### src/rtl/rr_grant_ctrl_8.sv
// rr_grant_ctrl_8 - round-robin arbiter for one shared 8-way one-hot resource.
//
// A rotating priority pointer picks the first active requester at or after
// the pointer (wrapping 7->0). A grant is held while the grantee keeps its
// request, for at most MAX_HOLD cycles (0 = no limit). On release the pointer
// moves just past the grantee, and the block re-arbitrates on the same edge,
// so back-to-back grants need no idle cycle.
//
// Ports
//   clk          rising-edge clock
//   rst          synchronous active-high reset
//   req[N-1:0]   level-sensitive request vector
//   grant        registered one-hot grant, zero when idle
//   grant_idx    registered index of the grantee (meaningful when grant_valid)
//   grant_valid  a grant is active
//   hold_cnt     cycles spent in the current grant, 0-based
module rr_grant_ctrl_8 #(
    parameter int N        = 8,
    parameter int IDX_W    = 3,
    parameter int MAX_HOLD = 16
) (
    input  logic             clk,
    input  logic             rst,
    input  logic [N-1:0]     req,
    output logic [N-1:0]     grant,
    output logic [IDX_W-1:0] grant_idx,
    output logic             grant_valid,
    output logic [IDX_W+1:0] hold_cnt
);

    localparam int CW          = IDX_W + 2;
    localparam int HOLD_LAST_I = (MAX_HOLD == 0) ? 0 : MAX_HOLD - 1;
    localparam logic [CW-1:0] HOLD_LAST = HOLD_LAST_I[CW-1:0];

    typedef enum logic {IDLE, GRANT} state_t;

    state_t           state;
    logic [IDX_W-1:0] ptr;
    logic [IDX_W-1:0] arb_ptr;
    logic [IDX_W-1:0] cand;
    logic [IDX_W-1:0] win_idx;
    logic             win_any;
    logic [N-1:0]     win_oh;
    logic             hold;

    // In GRANT the only arbitration that matters is the one at release, whose
    // search starts just past the grantee; that is also the pointer we store.
    always_comb begin
        arb_ptr = (state == GRANT) ? grant_idx + IDX_W'(1) : ptr;
    end

    // Scan from the farthest offset down so the nearest active requester
    // (lowest offset from arb_ptr) is the last assignment and wins.
    always_comb begin
        win_any = 1'b0;
        win_idx = '0;
        cand    = '0;
        for (int k = N - 1; k >= 0; k--) begin
            cand = arb_ptr + IDX_W'(k);
            if (req[cand]) begin
                win_any = 1'b1;
                win_idx = cand;
            end
        end
    end

    genvar gi;
    generate
        for (gi = 0; gi < N; gi++) begin : g_dec
            assign win_oh[gi] = (win_idx == IDX_W'(gi));
        end
    endgenerate

    always_comb begin
        hold = req[grant_idx] && ((MAX_HOLD == 0) || (hold_cnt < HOLD_LAST));
    end

    always_ff @(posedge clk) begin
        if (rst) begin
            state       <= IDLE;
            ptr         <= '0;
            grant       <= '0;
            grant_idx   <= '0;
            grant_valid <= 1'b0;
            hold_cnt    <= '0;
        end else begin
            case (state)
                IDLE: begin
                    if (win_any) begin
                        state       <= GRANT;
                        grant       <= win_oh;
                        grant_idx   <= win_idx;
                        grant_valid <= 1'b1;
                        hold_cnt    <= '0;
                    end
                end
                GRANT: begin
                    if (hold) begin
                        hold_cnt <= hold_cnt + CW'(1);
                    end else begin
                        // Release: grantee dropped or hit the hold limit.
                        ptr <= arb_ptr;
                        if (win_any) begin
                            grant     <= win_oh;
                            grant_idx <= win_idx;
                            hold_cnt  <= '0;
                        end else begin
                            state       <= IDLE;
                            grant       <= '0;
                            grant_valid <= 1'b0;
                        end
                    end
                end
                default: state <= IDLE;
            endcase
        end
    end

endmodule
### config.mk
export PLATFORM = sky130hd
export DESIGN_NAME = rr_grant_ctrl_8
export DESIGN_NICKNAME = d
export VERILOG_FILES = /design/src/rtl/rr_grant_ctrl_8.sv
export SDC_FILE = /design/constraint.sdc
export NUM_CORES = 1
export LEC_CHECK = 0
export ABC_AREA = 0
export BUFFER_PORTS_ARGS = -buffer_cell sky130_fd_sc_hd__buf_2
export CAP_MARGIN = 20
export CELL_PAD_IN_SITES_DETAIL_PLACEMENT = 1
export CELL_PAD_IN_SITES_GLOBAL_PLACEMENT = 1
export CORE_MARGIN = 2
export CORE_UTILIZATION = 43
export DETAILED_ROUTE_END_ITERATION = 10
export GPL_TIMING_DRIVEN = 0
export PLACE_DENSITY_LB_ADDON = 0.1
export SKIP_CTS_REPAIR_TIMING = 1
export SYNTH_ARGS = -nofsm -noshare
export SYNTH_HDL_FRONTEND = slang
export SYNTH_SLANG_ARGS = --single-unit
### constraint.sdc
create_clock -name clk -period 4.1 [get_ports clk]
set_input_delay 1.23 -clock clk [delete_from_list [all_inputs] [get_ports clk]]
set_output_delay 1.23 -clock clk [all_outputs]
set_load 0.005 [all_outputs]
After elaboration in Yosys (flattened, before gate mapping):

Cells that the tools add are included.

* register bits after elaboration: 21
* bits of input ports: 10
* output and inout bits: 17
* logic and storage cells: 94

* $add $sub $neg: 9
* $lt $le $gt $ge: 10
* eq/ne operators: 10
* mux-type cells: 52
* bitwise logic cells: 2
* reduce and logical (&&, ||, !) cells: 5

Operator list (count)
* $lt A3 B4 Y1 const B: 9
* $mux W3: 11
* $bmux W1 S3: 9
* $mux W8: 3
* $mux W1: 22
* $pmux W8 S2: 1
* $add A3 B3 Y3 const B: 4
* $eq A3 B3 Y1 const B: 4
* $mux W5: 2
* $pmux W5 S2: 1
* $add A3 B1 Y3 const B: 2
* $add A3 B2 Y3 const B: 2
* $eq A3 B2 Y1 const B: 2
* $ne A2 B2 Y1 const B: 3
* $pmux W3 S2: 1
* $add A5 B1 Y5 const B: 1
* $lt A5 B4 Y1 const B: 1
* $pmux W1 S2: 2
* $reduce_and A2 Y1: 2
* $eq A3 B1 Y1 const B: 1
* $logic_not A3 Y1: 1
* $reduce_and A3 Y1: 1
* $not A1 Y1: 2
* $logic_and A1 B1 Y1: 1

Longest topological paths before layout:

Gate-level depths: netlist (run 1).

* depth after elaboration: 17
* gate-level depth with buffers: 14
* gate-level depth less buffers: 11

Least setup slack after synthesis (run 1):

OpenSTA, ideal clock, no wires.

* path kind: register -> register
* from: reg grant_idx[0]
* to: reg grant[0]
* setup time: 0.117 ns
* data arrival time: 3.125 ns
* required time: 3.983 ns
* setup slack: 0.858 ns
* stages on the path, launching flop included: 13
* path buffers: 1
* clock period less this slack: 3.242 ns
* cells stage by stage: dfxtp_1 > ha_1 > mux2i_1 > inv_2 > clkbuf_1 > ha_1 > mux4_1 > mux2i_4 > a31o_2 > or3_1 > o221ai_2 > nor2_1 > a22o_1

* word-level cells in the longest chain between the ends: 17
* elaborated cells between the ends (all ways): 52
* classes of those cells: add/sub (8); eq/ne (2); mux (39); reduce/logical (3)

RTL lines
* start: declaration: RTL line 26 `output logic [IDX_W-1:0] grant_idx,`
* start signal: assignment: RTL line 92 `grant_idx <= win_idx;`
* start signal: assignment: RTL line 105 `grant_idx <= win_idx;`
* $add A3 B1 Y3: RTL line 49 `arb_ptr = (state == GRANT) ? grant_idx + IDX_W'(1) : ptr;`
* $mux W3: RTL line 49
* $add A3 B3 Y3: RTL line 59 `cand = arb_ptr + IDX_W'(k);`
* $bmux W1 S3: RTL line 60 `if (req[cand]) begin`
* $mux W1 (not written as such): RTL line 60
* $mux W3 (8 in a row): RTL line 60
* $logic_not A3 Y1: RTL line 70 `assign win_oh[gi] = (win_idx == IDX_W'(gi));`
* $mux W8: RTL line 103 `if (win_any) begin`
* $mux W8: RTL line 98 `if (hold) begin`
* $pmux W8 S2: RTL line 87 `case (state)`
* end signal: assignment: RTL line 91 `grant <= win_oh;`
* end signal: assignment: RTL line 104 `grant <= win_oh;`
* end: declaration: RTL line 25 `output logic [N-1:0] grant,`

Parallel ways exist; a longest one is shown, timed or not. The select of a mux whose other input is x is not followed.
A chain may end at the register's enable or synchronous reset.

Final worst setup path (run 1):

* from: reg grant_idx[1]
* to: reg grant[0]

The elaborated chain is that of the path after synthesis.

==> summary.md, run 1 <==
| Metric | Value |
|---|---|
| Routability Congestion | `around 0.93` |
| Utilization after layout | `51.6%` |
| Design area | `between 2000 and 2500 um2` |
| Final Setup Violations | `0` |
| Initial antenna violation count | `0` |
| Hold Path Class | `register to register` |
| Root Buffer | `clkbuf_8` |
| Pwr/cell area | `about 700 nW/um2` |
| DP HPWL | `4360 um` |
| Largest cells by area after synthesis | `dfxtp_1 23%, mux4_1 8.5%, mux2i_1 4.9%` |
| Cells after DPL | `~280` |
| Overall Global Routing Usage | `a little under a quarter` |
| Final hold slack | `about 0.46 ns` |
| Setup TNS | `0 ns` |
| Post-synth top flop | `dfxtp_1` |
| Initial core utilization | `a little under half` |
| CP max-delay cell | `dfxtp_1` |
| Clock sink count | `21` |
| ANT cells | `0` |
| Syn_nets | `219` |
| Die ar. | `between 4000 and 5000 um2` |
| Worst path most repeated cell | `ha_1` |
| Fin. max-slew vios | `0` |
| Number of synthesized flops with an enable pin | `0` |
| Slew headroom | `a little under three fifths` |
| Antenna-violating nets left | `0` |
| DIE HEIGHT | `slightly below 70 um` |
| Fmax | `around 260 MHz` |
| Area grow syn2layout | `13.3%` |
| Max VDD drop | `around 0.25 mV` |
| Worst-Margin Slew | `around 0.64 ns` |
| Outcome | `finished clean` |
| Total grt overflow | `0` |
| Post-synthesis cell type count | `58` |
| Inserted Clock Buffers | `3` |
| Crit end category | `register` |
| Cell taking the most area after synthesis | `dfxtp_1` |
| Area after DPL | `between 2000 and 2500 um2` |
| Vias | `about 1,800` |
| Nature of the critical path startpoint | `register` |
| Layout cell share with drive strength beyond 1 | `between 20% and 30%` |
| Syn_area_per_cell | `about 9 um2` |
| Post-Synthesis Cells | `around 210` |
| Die X | `69.6 um` |
| Sequential fraction of the synthesis area | `between 20% and 30%` |
| Netlist Area Pre-Place | `roughly 1800 um2` |
| Final min period | `3.90 ns` |
| Wire per inst | `a little under 20 um` |
| Final hold vios | `0` |
| Max Cap Viol | `0` |
| Initial DRT Pass Iterations | `4` |
| Pin count of the biggest net entering global routing | `12` |
| Std-Cell Rows | `23` |
| Core area | `4060 um2` |
| Tcrit/Tclk final | `95.2%` |
| Nets@finish | `250` |
| H-tree depth reported by CTS | `1` |
| Worst Clk Skew | `between 0.006 and 0.007 ns` |
| DRC violations left | `0` |
| Non-Filler Instances | `~290` |
| Vias/cell | `around 6.3` |
| Arr. time, crit path | `around 4 ns` |
| Port Buffers | `25` |
| CTS tree | `yes` |
| Ys Warns | `0` |
| DR iter-0 viols | `86` |
| CP Class | `register to register` |
| Clock Latency Late Sink | `approximately 0.27 ns` |
| CTS clock-pin slew for the worst setup and hold paths | `around 0.070 ns` |
| Max Fanout on Critical Path | `10` |
| Synthesized flop and latch total | `21` |
| Share of the synthesized area in the top cell type | `roughly 23%` |
| Bufs on Longest Clock Path | `2` |
| Leak | `0.860 nW` |
| Critical path required time | `4.26 ns` |
| First-pass GRT wire length | `9200 um` |
| Vias in the first global route | `between 1,500 and 2,000` |
| Top Ports | `27` |
| Total routed wirelength | `5550 um` |
| Crit path cell chain | `ha_1, mux2i_1, inv_2, clkbuf_1, ha_1, mux4_1, mux2i_4, o211a_1, o21ai_0, o221ai_2, buf_4, nor2_1, a22o_1` |
| Critical Path Max Stage Delay | `0.47 ns` |
| Async SR Flop Fraction | `0%` |
[power breakdown]
group / switching [W] / internal [W]
clock network: 0.0000684 / 0.0000694
registers: 0.0000402 / 0.000250
logic: 0.000626 / 0.000448
[worst paths after layout]
check / start / depth (start not counted) / to / slack, ns
max: grant_idx[1] / 13 / grant[0] / 0.20
min: grant[2] / 2 / grant[2] / 0.46
max reg2reg: grant_idx[1] / 13 / grant[0] / 0.20
min reg2reg: grant[2] / 2 / grant[2] / 0.46
[routing by layer]
metal  part of all wire (%)  global-route usage, %  vias up
li1                       -                      -      851
met1                     46                   31.5      867
met2                     49                   40.5       66
met3                    4.8                   2.76        5
met4                   0.79                   5.01        0
met5                      0                      0        -
[final cells by class]
cell class	count	area (um2)
Buffer	10	55.1
Inverter	6	25.0
Fill cell	499	1960
Multi-Input combinational cell	169	1350
Tap cell	50	62.6
Timing Repair Buffer	26	133
Sequential cell	21	422
Clock buffer	4	45.0
[critical path, delay by kind of cell, from the launching register on]
family | cells | cell delay, ns
AO/OA/AOI/OAI | 4 | 0.79
adder cells (fa/ha/maj) | 2 | 0.76
buffers and inverters | 3 | 0.64
flip-flops | 1 | 0.47
multiplexers | 3 | 1.06
AND/OR/NAND/NOR | 1 | 0.07
[placed cells by master, fill, tap and decap left out, types with 4 or more instances in the layout]
cell	synthesis	layout
clkbuf_1	7	7
inv_1	4	4
o21ai_0	13	13
nor2_1	18	18
a21oi_1	10	10
mux4_2	4	4
dfxtp_1	21	20
nand3_1	10	10
a211oi_1	5	5
mux2i_1	9	8
nor3_1	5	5
nand2_1	19	19
nand2b_1	4	4
buf_2	1	26
mux2_2	7	7
mux4_1	6	6
[cell usage after synthesis (3+ instances only)]
master	instances
nor2_1	18
nor3_1	5
nand3_1	10
inv_1	4
nand4_1	3
mux4_2	4
mux2i_1	9
nor2b_1	3
ha_1	3
mux2_2	7
dfxtp_1	21
mux4_1	6
nand2b_1	4
and2_1	3
nand2_1	19
o21ai_1	3
o21ai_0	13
a22o_1	3
a211oi_1	5
a21oi_1	10
clkbuf_1	7
[state kept, by name, summed over array words and instances, names as in the netlist]
signal	flops
state	1
grant_idx	3
ptr	3
hold_cnt	5
grant_valid	1
grant	8
[per-stage QoR]
stage	setup slack [ns]	power, W
after global routing	-0.00385	0.00161
after floorplan	0.858	0.00106
after CTS	-0.0303	0.00147
final	0.197	0.00150
after global placement	0.227	0.00129
after detailed placement	0.00256	0.00133
[logic make-up after synthesis]
logic type                 count (synthesis)  share of synthesized area, %
buffers and inverters                     16                          4.27
AOI/OAI and AO/OA                         59                          23.0
DFF                                       21                          22.7
and+or+nand+nor                           76                          21.1
adders and majority gates                  3                          2.03
muxes                                     28                          24.5
xor gates and xnor gates                   3                          2.44
(Power assumes the default switching activity.)
==> run 2: changes to the inputs <==
Settings changed: BUFFER_PORTS_ARGS -buffer_cell sky130_fd_sc_hd__buf_2 to -buffer_cell sky130_fd_sc_hd__clkbuf_2, RECOVER_POWER set to 50.
==> run 2 against run 1 <==
Against the previous run:
- count of clock-buffer cells in the layout decreased by 1
- die area unchanged
- final cell count did not move
- final area down 0.24%
- global-route usage rose by 1.2 points
- clock skew grew 0.00099 ns
- critical path depth unchanged
- sequential share of layout area hardly changed
- worst setup slack worse by 0.042 ns
- critical endpoint unchanged
==> summary.md, run 2 (synthesis gave the netlist of run 1 again) <==
| Metric | Value |
|---|---|
| CTS clock-pin slew for the worst setup and hold paths | `around 0.090 ns` |
| Bufs on Longest Clock Path | `2` |
| Std-Cell Rows | `23` |
| Total routed wirelength | `about 6000 um` |
| Port Buffers | `25` |
| Critical path required time | `~4.3 ns` |
| Root Buffer | `clkbuf_8` |
| Outcome | `finished clean` |
| Area grow syn2layout | `13.1%` |
| Worst Clk Skew | `between 0.007 and 0.008 ns` |
| RSZ-0062 raised after global routing | `false` |
| Overall Global Routing Usage | `between 20% and 30%` |
| Leak | `0.824 nW` |
| Tcrit/Tclk final | `about 96%` |
| Pwr/cell area | `730 nW/um2` |
| Top Registers | `grant: 8 flops, hold_cnt: 5 flops` |
| Worst R2R End | `grant[0]` |
| Layout cell share with drive strength beyond 1 | `approximately 22%` |
| Nature of the critical path startpoint | `register` |
| Top Ports | `27` |
| DRC violations left | `0` |
| Design area | `around 2100 um2` |
| Top reg by flops | `grant` |
| Initial antenna violation count | `0` |
| Clock sink count | `21` |
| Max Fanout on Critical Path | `10` |
| Worst hold endpoint | `grant[3]` |
| Antenna-violating nets left | `0` |
| DIE HEIGHT | `69.6 um` |
| H-tree depth reported by CTS | `1` |
| Pin count of the biggest net entering global routing | `14` |
| Worst r2r src | `grant_idx[1]` |
| Inserted Clock Buffers | `3` |
| Crit end category | `register` |
| Setup TNS | `0 ns` |
| Flop2flop setup slack | `approximately 0.16 ns` |
| Total grt overflow | `0` |
| Utilization after layout | `51.5%` |
| First-pass GRT wire length | `around 9600 um` |
| Arr. time, crit path | `~4.1 ns` |
| Vias in the first global route | `about 1,900` |
| DR iter-0 viols | `slightly above 100` |
| Vias | `between 1,500 and 2,000` |
| CP Class | `register to register` |
| Fin. max-slew vios | `0` |
| Commonest cells after routing, fill and taps aside | `20 x dfxtp_1, 19 x nand2_1, 19 x clkbuf_2, 18 x nor2_1` |
| Wire per inst | `~20 um` |
| Number of flip-flops under the largest register name | `8` |
| Area after DPL | `~2000 um2` |
| Die ar. | `between 4000 and 5000 um2` |
| Vias/cell | `6.39` |
| Fill cells | `508` |
| Hold Path Class | `register to register` |
| Hold Path Stages | `2` |
| Worst-Margin Slew | `0.628 ns` |
| Initial DRT Pass Iterations | `4` |
| Routability Congestion | `roughly 0.89` |
| Die X | `between 60 and 70 um` |
| Max Cap Viol | `0` |
| CTS tree | `yes` |
| Commonest non-fill, non-tap cell in the layout | `dfxtp_1` |
| Final Setup Violations | `0` |
| Clock Latency Late Sink | `about 0.27 ns` |
| ANT cells | `0` |
| Max VDD drop | `between 0.2 and 0.3 mV` |
| Fmax | `between 200 and 300 MHz` |
| Reg2reg path depth | `13` |
| Initial core utilization | `45.5%` |
| Nets@finish | `250` |
| Final hold vios | `0` |
| DP HPWL | `4530 um` |
| Slew headroom | `between 50% and 60%` |
| Core area | `approximately 4100 um2` |
| Final min period | `about 3.9 ns` |
| Hold Path Origin | `grant[3]` |
run 2: cell count changes in the layout (fill, tap and decap cells not counted), sizes merged:
cell      before  now
buf           29    4
clkbuf        11   35
clkinvlp       0    1
run 2: where the power goes:
group,total [W],switching (W),internal [W]
Clock,0.000148,0.0000789,0.0000688
Sequential,0.000291,0.0000410,0.000250
Combinational,0.00109,0.000642,0.000445
Total,0.00153,0.000762,0.000763
run 2: worst max-delay path by stage:
stage	startpoint	to	slack [ns]	depth (start not counted)
floorplan	grant_idx[0]	grant[0]	0.86	12
global placement	grant_idx[0]	grant[0]	0.18	12
detailed placement	grant_idx[0]	grant[0]	0.06	12
CTS	grant_idx[0]	grant[0]	0.03	12
global route	grant_idx[1]	grant[0]	0.02	13
finish	grant_idx[1]	grant[0]	0.16	13
run 2: layout make-up:
cell class / count / area (um2) / area share (%)
Timing Repair Buffer: 26 / 124 / 5.93
Inverter: 6 / 25.0 / 1.20
Clock inverter: 1 / 7.51 / 0.359
Clock buffer: 3 / 41.3 / 1.98
Buffer: 10 / 55.1 / 2.63
Sequential cell: 21 / 422 / 20.2
Tap cell: 50 / 62.6 / 2.99
Multi-Input combinational cell: 169 / 1350 / 64.7
run 2: per-stage QoR:
stage	hold slack (ns)	total power [W]	std cells	worst slack, ns
2_1_floorplan	0.442	0.00106	206	0.858
3_3_place_gp	0.431	0.00130	281	0.182
3_5_place_dp	0.453	0.00134	281	0.0593
4_1_cts	0.465	0.00149	285	0.0253
5_1_grt	0.488	0.00163	286	0.0198
6_report	0.454	0.00153	286	0.155
run 2: worst max-delay path: stages (launching register included):
cell and delay (ns):
dfxtp_1 0.49, ha_1 0.31, mux2i_1 0.26, inv_2 0.15, clkbuf_1 0.29, ha_1 0.49
mux4_1 0.45, mux2i_4 0.34, o211a_1 0.28, o21ai_0 0.13, o221ai_2 0.21, buf_4 0.20
nor2_1 0.06, a22o_1 0.19
run 2: layer usage:
metal | GRT usage (%) | vias to the layer above | share of wire [%] | routed length, um
met5 | 0 | - | 0 | 0
met4 | 7.84 | 0 | 2.1 | 125
met3 | 3.49 | 15 | 3.9 | 230
met2 | 41.9 | 52 | 49 | 2860
met1 | 32.2 | 905 | 45 | 2670
li1 | - | 855 | - | -
==> run 3: changes to the inputs <==
Settings changed: PLACE_DENSITY_LB_ADDON 0.1 to 0.08.
==> run 3 against run 2 <==
Against the previous run:
- sequential cell count is the same
- die area is the same
- count of clock-buffer cells in the layout unchanged
- largest cell class unchanged
- largest power group unchanged
==> summary.md, run 3 (synthesis gave the netlist of run 1 again) <==
| Metric | Value |
|---|---|
| H-tree depth reported by CTS | `1` |
| Max Fanout on Critical Path | `10` |
| Hold Path Class | `register to register` |
| Number of flip-flops under the largest register name | `8` |
| Area of the multi-input gates | `~1400 um2` |
| Slew headroom | `60.9%` |
| First-pass GRT wire length | `~9200 um` |
| CTS tree | `yes` |
| Initial core utilization | `between 40% and 50%` |
| Leak | `approximately 0.83 nW` |
| Wire per inst | `a little under 20 um` |
| Top reg by flops | `grant` |
| Worst Clk Skew | `between 0.009 and 0.01 ns` |
| Fin. max-slew vios | `0` |
| Nature of the critical path startpoint | `register` |
| Area grow syn2layout | `13.1%` |
| Arr. time, crit path | `around 4.0 ns` |
| Vias in the first global route | `around 1,700` |
| CP Class | `register to register` |
| Core area | `4060 um2` |
| Die ar. | `~4800 um2` |
| Vias/cell | `about 6.3` |
| Total routed wirelength | `around 5500 um` |
| Nets@finish | `250` |
| Setup WS post-layout | `approximately 0.27 ns` |
| DP HPWL | `roughly 4300 um` |
| Final Setup Violations | `0` |
| Dpl ws | `about 0.079 ns` |
| Pwr/cell area | `roughly 720 nW/um2` |
| Tcrit/Tclk final | `approximately 93%` |
| CP startpoint | `grant_idx[1]` |
| Vias | `1,792` |
| Die X | `between 60 and 70 um` |
| Top Registers | `grant: 8 flops, hold_cnt: 5 flops` |
| Final min period | `around 3.8 ns` |
| Inserted Clock Buffers | `3` |
| Outcome | `finished clean` |
| Hold Path Origin | `grant[3]` |
| RSZ-0062 raised after global routing | `false` |
| Initial DRT Pass Iterations | `4` |
| Commonest cells after routing, fill and taps aside | `20 x clkbuf_2, 20 x dfxtp_1, 19 x nand2_1, 18 x nor2_1, 13 x o21ai_0` |
| Critical path required time | `between 4 and 5 ns` |
| Overall Global Routing Usage | `a little under a quarter` |
| Antenna-violating nets left | `0` |
| Max VDD drop | `0.312 mV` |
| CTS clock-pin slew for the worst setup and hold paths | `about 0.070 ns` |
| Std-Cell Rows | `23` |
| Routability Congestion | `just under 1` |
| Setup TNS | `0 ns` |
| Max Cap Viol | `0` |
| Initial antenna violation count | `0` |
| Bufs on Longest Clock Path | `2` |
| Clock Latency Late Sink | `0.27 ns` |
| Final hold slack | `0.450 ns` |
| Worst-Margin Slew | `around 0.58 ns` |
| DIE HEIGHT | `69.6 um` |
| Sequential cell area | `between 400 and 500 um2` |
| Pin count of the biggest net entering global routing | `14` |
| ANT cells | `0` |
| DRC violations left | `0` |
| Clock sink count | `21` |
| Fmax | `approximately 260 MHz` |
| Layout cell share with drive strength beyond 1 | `~23%` |
| Crit end category | `register` |
| DR iter-0 viols | `between 80 and 90` |
| Final hold vios | `0` |
| Top Ports | `27` |
| Total grt overflow | `0` |
| Fill cells | `507` |
| Worst r2r src | `grant_idx[1]` |
| Root Buffer | `clkbuf_8` |
| Port Buffers | `25` |
run 3: cell counts in the layout (fill, tap and decap cells not counted):
No cell type changed its count.
run 3: where the power goes:
| part | internal [W] | switching, W | total, W | leakage [nW] |
|---|---|---|---|---|
| logic | 0.000445 | 0.000625 | 0.00107 | 0.634 |
| clock network | 0.0000687 | 0.0000719 | 0.000141 | 0.0217 |
| registers | 0.000250 | 0.0000393 | 0.000289 | 0.172 |
run 3: final cells by class:
cell class	instances	area share (%)
inverters	6	1.20
clock buffers	3	1.97
clock inverters	1	0.359
flip-flops and latches	21	20.2
plain buffers	10	2.63
repair buffers	26	5.98
multi-input cells	169	64.7
well taps	50	2.99
run 3: critical path: stages, from the launching register on:
cell and delay, ns:
dfxtp_1 0.45, ha_1 0.30, mux2i_1 0.28, inv_2 0.14, clkbuf_1 0.29, ha_1 0.46
mux4_1 0.44, mux2i_4 0.31, o211a_1 0.27, o21ai_0 0.13, o221ai_2 0.20, buf_4 0.19
nor2_1 0.06, a22o_1 0.19
run 3: path summary, 6_finish.rpt:
check             end  slack [ns]  cells after the start
max          grant[0]        0.27                     13
min          grant[3]        0.45                      2
max reg2reg  grant[0]        0.27                     13
min reg2reg  grant[3]        0.45                      2
run 3: through the flow:
step,utilization [%],area (um2),cells,total power [W]
after global placement,50.2,2040,281,0.00129
after detailed placement,50.2,2040,281,0.00133
after global routing,51.5,2090,286,0.00161
final,51.5,2090,286,0.00150
after CTS,51.4,2080,285,0.00148
after floorplan,-,1850,206,0.00106
run 3: routing by layer:
| metal | track usage [%] | vias up | share of wire (%) |
|---|---|---|---|
| met2 | 40.4 | 50 | 49 |
| met3 | 2.33 | 4 | 4.0 |
| met1 | 31.8 | 884 | 47 |
| met4 | 4.58 | 0 | 0.53 |
| li1 | - | 854 | - |
| met5 | 0 | - | 0 |
